## config.mk

```make
export PLATFORM = sky130hd
export DESIGN_NAME = rgb_gray_feeder_flat
export DESIGN_NICKNAME = d
export VERILOG_FILES = /design/src/rtl/rgb_gray_feeder_if.sv /design/src/rtl/rgb_gray_feeder.sv /design/src/flat_wrapper.sv
export SDC_FILE = /design/constraint.sdc
export NUM_CORES = 1
export LEC_CHECK = 0
export ABC_AREA = 1
export CAP_MARGIN = 40
export CORE_ASPECT_RATIO = 1.4
export CORE_MARGIN = 5
export CORE_UTILIZATION = 55
export CTS_CLUSTER_DIAMETER = 40
export DETAILED_ROUTE_END_ITERATION = 6
export GPL_TIMING_DRIVEN = 1
export PLACE_DENSITY = 0.83
export SETUP_SLACK_MARGIN = 0.4
export SLEW_MARGIN = 20
export SYNTH_ARGS = -nofsm -noshare
export SYNTH_HDL_FRONTEND = slang
export SYNTH_SLANG_ARGS = --single-unit
```

## constraint.sdc

```tcl
create_clock -name clk_i -period 5.99 [get_ports clk_i]
set_input_delay 0.8985 -clock clk_i [delete_from_list [all_inputs] [get_ports clk_i]]
set_output_delay 0.8985 -clock clk_i [all_outputs]
set_load 0.01 [all_outputs]
```

## src/rtl/rgb_gray_feeder_if.sv

```systemverilog
// Stream bundle between an RGB source, the gray feeder and the edge detector.
// slave = feeder side, master = source/detector side.
interface rgb_gray_feeder_if;
  logic        rgb_valid_i;
  logic [23:0] Rgb_i;
  logic        rgb_ready_o;
  logic        edge_start_o;
  logic [7:0]  GrayImage_o;
  logic        gray_valid_o;

  modport slave  (input  rgb_valid_i, Rgb_i,
                  output rgb_ready_o, edge_start_o, GrayImage_o, gray_valid_o);
  modport master (output rgb_valid_i, Rgb_i,
                  input  rgb_ready_o, edge_start_o, GrayImage_o, gray_valid_o);
endinterface

```

## src/rtl/rgb_gray_feeder.sv

```systemverilog
// RGB->luma front end: 2-stage convert, small FIFO, contiguous gray burst to the edge detector.
// Define GRAY_ROUND_EN to round half-up instead of truncating the luma shift.
module rgb_gray_feeder #(
  parameter int IMG_X_SIZE = 564,
  parameter int IMG_Y_SIZE = 1221,
  parameter int FIFO_DEPTH = 16,
  parameter int PREFILL    = 8
) (
  input  logic              clk_i,
  input  logic              rst_i,
  input  logic              start_i,
  rgb_gray_feeder_if.slave  bus,
  output logic              busy_o,
  output logic              frame_done_o,
  output logic              underrun_o
);
  localparam int TOTAL = IMG_X_SIZE * IMG_Y_SIZE;
  localparam int CW    = $clog2(TOTAL + 1);
  localparam int AW    = $clog2(FIFO_DEPTH);
  localparam int FW    = AW + 1;
  localparam logic [CW-1:0] TOTAL_C   = CW'(TOTAL);
  localparam logic [FW-1:0] DEPTH_C   = FW'(FIFO_DEPTH);
  localparam logic [FW-1:0] PREFILL_C = FW'(PREFILL);
`ifdef GRAY_ROUND_EN
  localparam logic [15:0] RND = 16'd128;
`else
  localparam logic [15:0] RND = 16'd0;
`endif

  typedef enum logic [2:0] {S_IDLE, S_FILL, S_START, S_STREAM, S_DONE} state_e;

  state_e          state_q, state_d;
  logic [CW-1:0]   in_cnt_q, in_cnt_d, out_cnt_q, out_cnt_d;
  logic            ur_q, ur_d;
  logic [2:1]      vld_pipe_q;
  logic [15:0]     p_r_q, p_g_q, p_b_q;
  logic [7:0]      y_q, y_d;
  logic [7:0]      mem_q [FIFO_DEPTH];
  logic [AW-1:0]   wr_ptr_q, rd_ptr_q;
  logic [FW-1:0]   cnt_q, inflight, occ;
  logic [7:0]      gray_q;
  logic            gv_q;
  logic            rdy, acc, push, pop, streaming;

  // Reserve FIFO room for pixels still in the converter so a push never overflows.
  assign inflight  = FW'(vld_pipe_q[1]) + FW'(vld_pipe_q[2]);
  assign occ       = cnt_q + inflight;
  assign streaming = (state_q == S_START) || (state_q == S_STREAM);
  assign rdy       = (state_q == S_FILL || streaming) && (in_cnt_q < TOTAL_C) && (occ < DEPTH_C);
  assign acc       = bus.rgb_valid_i && rdy;
  assign push      = vld_pipe_q[2];
  assign pop       = streaming && (cnt_q != '0) && (out_cnt_q < TOTAL_C);
  assign y_d       = 8'((p_r_q + p_g_q + p_b_q + RND) >> 8);

  assign bus.rgb_ready_o  = rdy;
  assign bus.edge_start_o = (state_q == S_START);
  assign bus.GrayImage_o  = gray_q;
  assign bus.gray_valid_o = gv_q;
  assign busy_o           = (state_q == S_FILL) || streaming;
  assign frame_done_o     = (state_q == S_DONE);
  assign underrun_o       = ur_q;

  always_comb begin
    state_d   = state_q;
    in_cnt_d  = in_cnt_q;
    out_cnt_d = out_cnt_q;
    ur_d      = ur_q;
    if (acc) in_cnt_d  = in_cnt_q + CW'(1);
    if (pop) out_cnt_d = out_cnt_q + CW'(1);
    case (state_q)
      S_IDLE: if (start_i) begin
        state_d   = S_FILL;
        in_cnt_d  = '0;
        out_cnt_d = '0;
        ur_d      = 1'b0;
      end
      S_FILL: if (cnt_q >= PREFILL_C || (in_cnt_q == TOTAL_C && vld_pipe_q == 2'b00))
        state_d = S_START;
      S_START:  state_d = S_STREAM;
      S_STREAM: if (out_cnt_q == TOTAL_C) state_d = S_DONE;
                else if (cnt_q == '0)     ur_d    = 1'b1;
      S_DONE:   state_d = S_IDLE;
      default:  state_d = S_IDLE;
    endcase
  end

  always_ff @(posedge clk_i) begin
    if (!rst_i) begin
      state_q    <= S_IDLE;
      in_cnt_q   <= '0;
      out_cnt_q  <= '0;
      ur_q       <= 1'b0;
      vld_pipe_q <= '0;
      wr_ptr_q   <= '0;
      rd_ptr_q   <= '0;
      cnt_q      <= '0;
      gray_q     <= 8'h00;
      gv_q       <= 1'b0;
    end else begin
      state_q    <= state_d;
      in_cnt_q   <= in_cnt_d;
      out_cnt_q  <= out_cnt_d;
      ur_q       <= ur_d;
      vld_pipe_q <= {vld_pipe_q[1], acc};
      gv_q       <= pop;
      if (push) wr_ptr_q <= wr_ptr_q + AW'(1);
      if (pop) begin
        rd_ptr_q <= rd_ptr_q + AW'(1);
        gray_q   <= mem_q[rd_ptr_q];
      end
      case ({push, pop})
        2'b10:   cnt_q <= cnt_q + FW'(1);
        2'b01:   cnt_q <= cnt_q - FW'(1);
        default: cnt_q <= cnt_q;
      endcase
    end
  end

  // Datapath registers carry no reset; validity is tracked by vld_pipe_q.
  always_ff @(posedge clk_i) begin
    if (acc) begin
      p_r_q <= 16'(bus.Rgb_i[23:16]) * 16'd77;
      p_g_q <= 16'(bus.Rgb_i[15:8])  * 16'd150;
      p_b_q <= 16'(bus.Rgb_i[7:0])   * 16'd29;
    end
    if (vld_pipe_q[1]) y_q <= y_d;
    if (push) mem_q[wr_ptr_q] <= y_q;
  end
endmodule
```

## src/flat_wrapper.sv

```systemverilog
// flat-port wrapper written by rule: the top's interface ports become plain ports
module rgb_gray_feeder_flat 
#(
  parameter int IMG_X_SIZE = 564,
  parameter int IMG_Y_SIZE = 1221,
  parameter int FIFO_DEPTH = 16,
  parameter int PREFILL    = 8
)
  (clk_i, rst_i, start_i, busy_o, frame_done_o, underrun_o, bus_rgb_valid_i, bus_Rgb_i, bus_rgb_ready_o, bus_edge_start_o, bus_GrayImage_o, bus_gray_valid_o);
  rgb_gray_feeder_if bus_i ();
  input  logic clk_i;
  input  logic rst_i;
  input  logic start_i;
  output logic busy_o;
  output logic frame_done_o;
  output logic underrun_o;
  input wire logic [$bits(bus_i.rgb_valid_i)-1:0] bus_rgb_valid_i;
  input wire logic [$bits(bus_i.Rgb_i)-1:0] bus_Rgb_i;
  output wire logic [$bits(bus_i.rgb_ready_o)-1:0] bus_rgb_ready_o;
  output wire logic [$bits(bus_i.edge_start_o)-1:0] bus_edge_start_o;
  output wire logic [$bits(bus_i.GrayImage_o)-1:0] bus_GrayImage_o;
  output wire logic [$bits(bus_i.gray_valid_o)-1:0] bus_gray_valid_o;
  assign bus_i.rgb_valid_i = bus_rgb_valid_i;
  assign bus_i.Rgb_i = bus_Rgb_i;
  assign bus_rgb_ready_o = bus_i.rgb_ready_o;
  assign bus_edge_start_o = bus_i.edge_start_o;
  assign bus_GrayImage_o = bus_i.GrayImage_o;
  assign bus_gray_valid_o = bus_i.gray_valid_o;
  rgb_gray_feeder #(.IMG_X_SIZE(IMG_X_SIZE), .IMG_Y_SIZE(IMG_Y_SIZE), .FIFO_DEPTH(FIFO_DEPTH), .PREFILL(PREFILL)) u_core (.clk_i(clk_i), .rst_i(rst_i), .start_i(start_i), .bus(bus_i), .busy_o(busy_o), .frame_done_o(frame_done_o), .underrun_o(underrun_o));
endmodule
```

# ---- Word-level counts from Yosys, hierarchy flattened
# Memories as Yosys holds them, arrays and structs flattened. A register that Yosys moved wholly into a read port is not among the register bits.
# Cells that the tools add are included.
dict set report classes {
  n_addsub 10
  multipliers 3
  magnitude_cmp 4
  n_eq_ne 13
  mux 17
  n_reduce_logical 18
}
# cell count
set ops {}
lappend ops {{20-bit two-way mux} 6}
lappend ops {{20-bit by 1-bit adder with 20-bit output (second input constant)} 2}
lappend ops {{20-bit equality test (second input constant)} 2}
lappend ops {{20-bit less-than comparator (second input constant)} 2}
lappend ops {{8-bit by 7-bit multiplier with 15-bit output (second input constant)} 2}
lappend ops {{15-bit by 16-bit adder with 16-bit output} 1}
lappend ops {{16-bit by 13-bit adder with 16-bit output} 1}
lappend ops {{8-bit by 5-bit multiplier with 13-bit output (second input constant)} 1}
lappend ops {{3-bit one-hot mux with 4 select lines} 1}
lappend ops {{2-bit != test (second input constant)} 5}
lappend ops {{5-bit one-hot mux with 2 select lines} 1}
lappend ops {{3-bit two-way mux} 3}
lappend ops {{4-bit by 1-bit adder with 4-bit output (second input constant)} 2}
lappend ops {{3-bit by 2-bit equality test with 1-bit output (second input constant)} 2}
lappend ops {{1-bit logical AND} 6}
lappend ops {{5-bit by 1-bit adder with 5-bit output (second input constant)} 1}
lappend ops {{5-bit adder} 1}
lappend ops {{5-bit by 4-bit greater-or-equal comparator with 1-bit output (second input constant)} 1}
lappend ops {{5-bit zero test} 1}
lappend ops {{5-bit less-than comparator (second input constant)} 1}
lappend ops {{1-bit two-way mux} 5}
lappend ops {{5-bit nonzero test} 1}
lappend ops {{5-bit by 1-bit subtractor with 5-bit output (second input constant)} 1}
lappend ops {{4-bit AND reduction} 1}
lappend ops {{other kinds (12)} 15}
dict set report totals {
  reg_bits 111
  ramBits 128
  in_bits 28
  out_inout_bits 14
  wordCells 79
  mem_count 1
}
# name words width rd rd_clocked_by_memory_dff write_ports line_no
set memory_table {}
lappend memory_table {u_core.mem_q 16 8 1 1 1 rgb_gray_feeder.sv:38} ;# logic [7:0] mem_q [FIFO_DEPTH];

# ---- Depth between registers and ports, before layout
# Gate-level depths: netlist of the first run.
dict set report logic_depth {
  word_depth 9
  depth_mapped 18
  depth_no_buf 17
}

# ---- Worst setup path before layout of the first run
# No wires, ideal clock.
dict set report synth_timing {
  kind {input-to-reg}
  start {in bus_Rgb_i[12]}
  end {reg u_core.p_g_q[13] (data pin)}
  setup_ns 0.262
  arrival_time_ns 3.584
  t_required_ns 5.728
  path_slack_ns 2.144
  cell_stages 12
  path_buffers 0
  cell_sequence {ha_1 ha_1 inv_1 fa_1 fa_1 inv_1 ha_1 a21o_1 a21oi_1 o21ai_0 a21oi_1 xor2_1}
}
dict set report synth_between {
  elab_chain_len 1
}
# item line_no
set synth_lines {}
lappend synth_lines {{from (decl)} flat_wrapper.sv:18} ;# input wire logic [$bits(bus_i.Rgb_i)-1:0] bus_Rgb_i;
lappend synth_lines {{8-bit by 7-bit multiplier with 15-bit output} rgb_gray_feeder.sv:123} ;# p_g_q <= 16'(bus.Rgb_i[15:8]) * 16'd150;
lappend synth_lines {{to (signal assigned)} rgb_gray_feeder.sv:123}
lappend synth_lines {{to (decl)} rgb_gray_feeder.sv:36} ;# logic [15:0] p_r_q, p_g_q, p_b_q;
# Every way passes these cells.
# A chain may end at the register's enable or synchronous reset.

# ---- Worst setup path after layout of the first run
dict set report layout_timing {
  start {in bus_Rgb_i[1]}
  end {reg u_core.p_b_q[10] (data pin)}
}
dict set report layout_between {
  elab_chain_len 1
}
# item line_no
set layout_lines {}
lappend layout_lines {{8-bit by 5-bit multiplier with 13-bit output} rgb_gray_feeder.sv:124} ;# p_b_q <= 16'(bus.Rgb_i[7:0]) * 16'd29;
lappend layout_lines {{to (signal assigned)} rgb_gray_feeder.sv:124}
lappend layout_lines {{to (decl)} rgb_gray_feeder.sv:36}
# Every way passes these cells.

==> results of run 1 <==
[sequential cells by signal, summed over array words and instances (netlist names)]
signal and cells:
u_core.rd_ptr_q 4, u_core.y_q 8, u_core.bus.gray_valid_o 1, u_core.state_q 3
u_core.p_r_q 15, u_core.wr_ptr_q 4, u_core.vld_pipe_q 2, u_core.underrun_o 1
u_core.mem_q 128, u_core.bus.GrayImage_o 8, u_core.cnt_q 5, u_core.p_g_q 15
u_core.in_cnt_q 20, u_core.p_b_q 13, u_core.out_cnt_q 20
[kinds of logic (layout without fill, tap and decap cells)]
logic type | count (synthesis) | in the layout
flops | 247 | 247
buf+inv | 208 | 271
simple gates | 570 | 570
compound gates | 250 | 250
fa+ha+maj | 166 | 166
xor+xnor | 55 | 55
[worst max-delay path, stage by stage]
cell	delay, ps
sky130_fd_sc_hd__clkdlybuf4s50_1	580
sky130_fd_sc_hd__inv_1	90
sky130_fd_sc_hd__fa_1	540
sky130_fd_sc_hd__inv_1	40
sky130_fd_sc_hd__ha_1	310
sky130_fd_sc_hd__fa_1	500
sky130_fd_sc_hd__ha_1	370
sky130_fd_sc_hd__a21oi_1	250
sky130_fd_sc_hd__nor2_1	90
sky130_fd_sc_hd__nor4_1	380
sky130_fd_sc_hd__nor2_1	90
sky130_fd_sc_hd__nor2_1	130
sky130_fd_sc_hd__xnor2_1	80
[layout make-up]
class	count	area, um^2	area share
sequential	247	6738	0.4230
tap	319	399.1	0.02506
inverter	168	633.1	0.03975
timing repair buffer	49	518.0	0.03252
clock buffer	32	737.0	0.04627
clock inverter	22	198.9	0.01249
multi-input combinational	1041	6705	0.4209
[worst paths after layout]
check	startpoint	to	cells after the start
worst max-delay path	bus_Rgb_i[1]	u_core.p_b_q[10]	13
worst min-delay path	u_core.underrun_o	u_core.underrun_o	1
worst max register to register	u_core.cnt_q[3]	u_core.cnt_q[4]	18
worst min register to register	u_core.underrun_o	u_core.underrun_o	1
[metal layers]
metal	wire length [um]	vias to the layer above	share of wire
met5	0	-	0
met4	1058	0	0.035
met3	1408	82	0.047
met2	16380	334	0.55
met1	11150	5005	0.37
li1	-	5196	-
[where the power goes]
group	leakage (nW)	total, mW	switching (mW)	internal [mW]
clock	0.442	1.67	0.713	0.954
combinational	3.88	1.29	0.777	0.508
sequential	2.17	2.12	0.0948	2.02
total	6.49	5.07	1.58	3.49
[metrics by stage]
step / cells / worst slack, ps
after floorplan: 1496 / 2144
after global placement: 1819 / 1539
after detailed placement: 1823 / 1415
after CTS: 1877 / 1989
after global routing: 1878 / 1765
final: 1878 / 1935
[cell usage in the layout, fill, tap and decap left out, types with 5 or more instances in the layout]
cell | Yosys | final
sky130_fd_sc_hd__nor3_1 | 17 | 17
sky130_fd_sc_hd__a21o_1 | 5 | 5
sky130_fd_sc_hd__clkdlybuf4s50_1 | 0 | 41
sky130_fd_sc_hd__o21bai_1 | 5 | 5
sky130_fd_sc_hd__nand3_1 | 58 | 58
sky130_fd_sc_hd__o21ai_1 | 6 | 6
sky130_fd_sc_hd__nand2_2 | 5 | 5
sky130_fd_sc_hd__o221ai_1 | 21 | 21
sky130_fd_sc_hd__inv_6 | 0 | 6
sky130_fd_sc_hd__a31oi_1 | 5 | 5
sky130_fd_sc_hd__clkinv_1 | 3 | 5
sky130_fd_sc_hd__xnor2_1 | 10 | 10
sky130_fd_sc_hd__o21ai_0 | 106 | 106
sky130_fd_sc_hd__edfxtp_1 | 179 | 179
sky130_fd_sc_hd__o22ai_1 | 11 | 11
sky130_fd_sc_hd__xor2_1 | 45 | 45
sky130_fd_sc_hd__inv_1 | 160 | 160
sky130_fd_sc_hd__dfxtp_1 | 68 | 67
sky130_fd_sc_hd__fa_1 | 38 | 38
sky130_fd_sc_hd__nor2_1 | 215 | 215
sky130_fd_sc_hd__clkinvlp_4 | 0 | 6
sky130_fd_sc_hd__nand2_1 | 232 | 232
sky130_fd_sc_hd__nand4_1 | 24 | 24
sky130_fd_sc_hd__ha_1 | 128 | 128
sky130_fd_sc_hd__clkbuf_16 | 0 | 29
sky130_fd_sc_hd__a21oi_1 | 61 | 61
sky130_fd_sc_hd__o211ai_1 | 18 | 18
==> impl_metrics.ini, run 1 <==
[outcome]
run_status = completed

[routing]
avgViaCountPerCell = 5.653
dr.first_iter.drc_count = 685
ant_nets = 0
drt_first_pass_iters = 6
wire_per_inst_um = 15.97
wl_mm = 30.00
drt_drc_violations_left = 0
detailroute.via_count = 10620

[synthesis]
sequential_to_total_area_share_from_yosys_stat = 0.4714
dominant_combinational_cell_family_by_area_after_synthesis = simple AND/OR/NAND/NOR gates
synth_compound_gate_area_share = 0.1027
synth_area_per_cell_um2 = 9.553
post_synth_and_or_nand_nor_area_fraction = 0.1675
asyncSetResetFlopFracSynth = 0
netlist.top_cell.by_area = sky130_fd_sc_hd__edfxtp_1
yosys.cell_types.count = 50
post_synth_fa_ha_maj_area_fraction = 0.1653
yosys-top-cells-area = sky130_fd_sc_hd__edfxtp_1, sky130_fd_sc_hd__ha_1, sky130_fd_sc_hd__dfxtp_1
synth_flop_cell = sky130_fd_sc_hd__edfxtp_1
synthesized_area_mm2 = 0.01429
synth_fp_nets = 1690
synth_largest_type_area_fraction = 0.3761
netlist_instances = 1496
yosys-mux-area-fraction = 0
synth_enable_flop_cells = 179
yosys_warnings = 0
synth-xor-area-share = 0.03371
post_synth_most_frequent_cells = sky130_fd_sc_hd__nand2_1, sky130_fd_sc_hd__nor2_1, sky130_fd_sc_hd__edfxtp_1
yosys_register_bits = 247
synth.most_common_cell = sky130_fd_sc_hd__nand2_1

[worst_setup_path]
setup_crit_path_kind = primary input to flop
type_of_element_launching_the_critical_path = primary input
critical_path.endpoint_type = flop
ff2ff_setup_slack_ps = 2810
critical_path_arrival_ps = 4350
worstPathMaxFanout = 4
worst-endpoint-required_ps = 6290

[grt]
global_route_met3_usage = 0.02123
globalRouteMet1Util = 0.2247
gr-total-overflow = 0
grt_start_max_net_pins = 68
globalRoute.busiestLayer = met2
grt_pass1_vias = 10670
grtUsageMet2 = 0.3906
grt_pass1_wl_mm = 49.80
grt_util_all_layers = 0.2021
antenna_violations_before_repair = 0

[sta]
finalSetupViolCount = 0
final-max-slew-violation-count = 0
clock_skew_ps = 22.65
clock.fmax_mhz = 246.6
finalSetupTns_ps = 0
grt_setup_unrepaired = false
period_minus_slack_ps = 4055
worst_slew_pin_slew_ps = 818.5
worst_hold_slack_ps = 470.5
final.period_utilization = 0.6770
slew-limit-headroom = 0.4526
finalHoldViolations = 0

[placed_design]
gp_routability_congestion = 0.9011
place_area_mm2 = 0.01499
dp_hpwl_mm = 21.59
placement.io_buffers = 41

[floorplan]
dieArea_mm2 = 0.02935
std_cell_rows = 69
num_io_pins = 42
die_w_um = 146.2
initial_utilization = 0.5592
dieHeight_um = 200.7
floorplan.core_area_mm2 = 0.02555

[clock_network]
h_tree_levels = 1
cts_tree = done
post_cts.repair.setup_buffers = 0
clock_path_buffers = 3
worstSkewPairLatency_ps = 550
cts_made_buffers = 29
clk_pin_slew_ps = 60
cts_hold_buf = 0
cts.root.buffer_cell = sky130_fd_sc_hd__clkbuf_16
cts_repair_resizes = 0
clkSinkCount = 247

[final_layout]
drive_above_1_share = 0.05388
stdcell_area_mm2 = 0.01593
syn_to_final_growth_pct = 11.46
filler_cell_count = 1956
design.final.nets = 1730
num_antenna_cells = 0
layout.core_utilization = 0.6233

[pwr]
cellPowerDensity_mw_per_mm2 = 318.4
fin_total_pwr_mw = 5.072
max-vdd-ir-drop_uv = 266.3
p_leak_nw = 6.493

[flow_run]
maxCapViolCount = 0

[hold_path]
worst_min_delay_path_class = flop to flop
Note: power is estimated with default switching activity, not from simulation.
==> run 2: changes to the inputs <==
Clock period 5.99 ns to 4.2 ns, I/O delays scaled along.
==> run 2 against run 1 <==
Net effect:
- power grew 47%
- register-to-register slack lost 1500 ps
- critical path depth grew 1
- first-iteration DRC count grew 0.88%
- count of clock-buffer cells in the layout shrank 1
- sequential share of layout area shrank 0.40 points
- largest cell class unchanged
- hold slack gained 9.2 ps
- sequential power grew 43%
- via count grew 0.77%
- worst setup slack lost 1400 ps
- largest power group unchanged
- combinational power grew 45%
==> impl_metrics.ini, run 2 (synthesized netlist as in run 1, its figures left out) <==
[worst_setup_path]
type_of_element_launching_the_critical_path = primary input
path_cells = clkdlybuf4s50_1 > ha_1 > ha_1 > inv_1 > fa_1 > fa_1 > inv_1 > ha_1 > nand2_1 > nand2_1 > a21oi_1 > o21ai_0 > a21oi_1 > xor2_1
critical_path_arrival_ps = 3990
slowest_stage = sky130_fd_sc_hd__fa_1
setup_crit_path_kind = primary input to flop
worstPathMaxFanout = 4
critical_path.endpoint_type = flop
ff2ff_setup_slack_ps = 1320
r2r.worst_path.cells = 17
critical_path.reg2reg.startpoint = u_core.cnt_q[3]
worstSetupStartpoint = bus_Rgb_i[20]
r2r_end = u_core.cnt_q[4]
worst-endpoint-required_ps = 4500
cpPeakStageDelay_ps = 510
crit_path_frequent_cell = sky130_fd_sc_hd__ha_1

[final_layout]
finish.cell_count_without_fillers = 1894
num_antenna_cells = 0
drive_above_1_share = 0.06413
regMostFlops = u_core.mem_q
layout.cells.most_common = sky130_fd_sc_hd__nand2_1
largest_registers = u_core.mem_q (128), u_core.in_cnt_q (20), u_core.out_cnt_q (20)
layout.cells.most_common_list = sky130_fd_sc_hd__nand2_1, sky130_fd_sc_hd__nor2_1, sky130_fd_sc_hd__edfxtp_1
filler_cell_count = 1963
syn_to_final_growth_pct = 12.54
design.final.nets = 1744
largest_register_ffs = 128
layout.core_utilization = 0.6294

[clock_network]
cts_tree = done
clk_pin_slew_ps = 60
cts_hold_buf = 0
clkSinkCount = 247
cts.root.buffer_cell = sky130_fd_sc_hd__clkbuf_16
post_cts.repair.setup_buffers = 0
h_tree_levels = 1
cts_repair_resizes = 0
cts_made_buffers = 31
worstSkewPairLatency_ps = 570
clock_path_buffers = 3

[pwr]
fin_total_pwr_mw = 7.458
p_leak_nw = 6.586
cellInternalPower_mw = 5.046
power.clock.fraction = 0.344
cellPowerDensity_mw_per_mm2 = 463.7
p_switching_mw = 2.412
switching_share = 0.3235
max-vdd-ir-drop_uv = 361.3
seq_power_share = 0.406
p_comb_frac = 0.250

[placed_design]
placed_cells = 1836
gp_routability_congestion = 0.9068
dpl_worst_slack_ps = -16.50
dp_hpwl_mm = 21.56
placement.io_buffers = 41

[sta]
slew-limit-headroom = 0.4708
grt_setup_unrepaired = false
clock.fmax_mhz = 271.5
period_minus_slack_ps = 3684
finalSetupViolCount = 0
finalSetupTns_ps = 0
clock_skew_ps = 13.15
final-max-slew-violation-count = 0
finalHoldViolations = 0
layout_setup_ws_ps = 516.4
worst_slew_pin_slew_ps = 790.9
final.period_utilization = 0.8770

[floorplan]
num_io_pins = 42
floorplan.core_area_mm2 = 0.02555
die_w_um = 146.2
std_cell_rows = 69
initial_utilization = 0.5592
dieArea_mm2 = 0.02935
dieHeight_um = 200.7

[routing]
ant_nets = 0
drt_drc_violations_left = 0
wire_per_inst_um = 16.15
drt_first_pass_iters = 6
detailroute.via_count = 10700
avgViaCountPerCell = 5.649
dr.first_iter.drc_count = 691
wl_mm = 30.59

[grt]
grt_pass1_wl_mm = 50.83
antenna_violations_before_repair = 0
grt_start_max_net_pins = 67
grt_util_all_layers = 0.2064
grt_pass1_vias = 10910
gr-total-overflow = 0

[hold_path]
min_path_cells = 1
worst_min_delay_path_class = flop to flop
timing.hold.worst.start = u_core.underrun_o
hold-path-endpoint = u_core.underrun_o

[flow_run]
maxCapViolCount = 0

[outcome]
run_status = completed
## run 2: final cells by class
class / count / area, um^2 / share of cell area
clock inverters: 27 / 251.5 / 0.01564
inverters: 168 / 633.1 / 0.03937
repair buffers: 61 / 580.6 / 0.03610
clock buffers: 31 / 775.7 / 0.04823
well taps: 319 / 399.1 / 0.02482
multi-input cells: 1041 / 6705 / 0.4169
flip-flops and latches: 247 / 6738 / 0.4189
## run 2: power groups by stage
stage | clock [mW] | combinational [mW] | sequential (mW)
after floorplan | 0 | 1.39 | 3.02
after global routing | 2.71 | 2.12 | 3.04
after CTS | 2.58 | 1.86 | 3.03
after global placement | 0 | 1.75 | 3.07
after detailed placement | 0 | 1.83 | 3.08
final | 2.56 | 1.87 | 3.03
## run 2: worst max-delay path, delay by kind of cell
kind | cells | cell delay (ps)
buf+inv | 3 | 550
fa+ha+maj | 5 | 1940
xor+xnor | 1 | 170
compound gates | 3 | 520
simple gates | 2 | 180
## run 2: routing by layer
metal	vias to the layer above	track usage	wire length, um
li1	5230	-	-
met1	5081	0.2286	11430
met2	303	0.4011	16750
met3	85	0.01942	1375
met4	0	0.08137	1030
met5	-	0	0
## run 2: worst max-delay path by stage
stage          slack [ps]                to  cells past startpoint
6_report              520  u_core.p_r_q[12]                     14
4_1_cts               560  u_core.p_r_q[12]                     14
3_3_place_gp          100  u_core.p_r_q[12]                     14
2_1_floorplan         620  u_core.p_g_q[13]                     12
3_5_place_dp          -20  u_core.p_r_q[12]                     14
5_1_grt               410  u_core.p_r_q[11]                     15
## run 2: per-stage QoR
step | area, um^2 | hold slack (ps)
5_1_grt | 16080 | 502.2
3_3_place_gp | 15020 | 451.9
3_5_place_dp | 15060 | 460.1
4_1_cts | 16080 | 478.1
6_report | 16080 | 479.8
2_1_floorplan | 14290 | 466.2
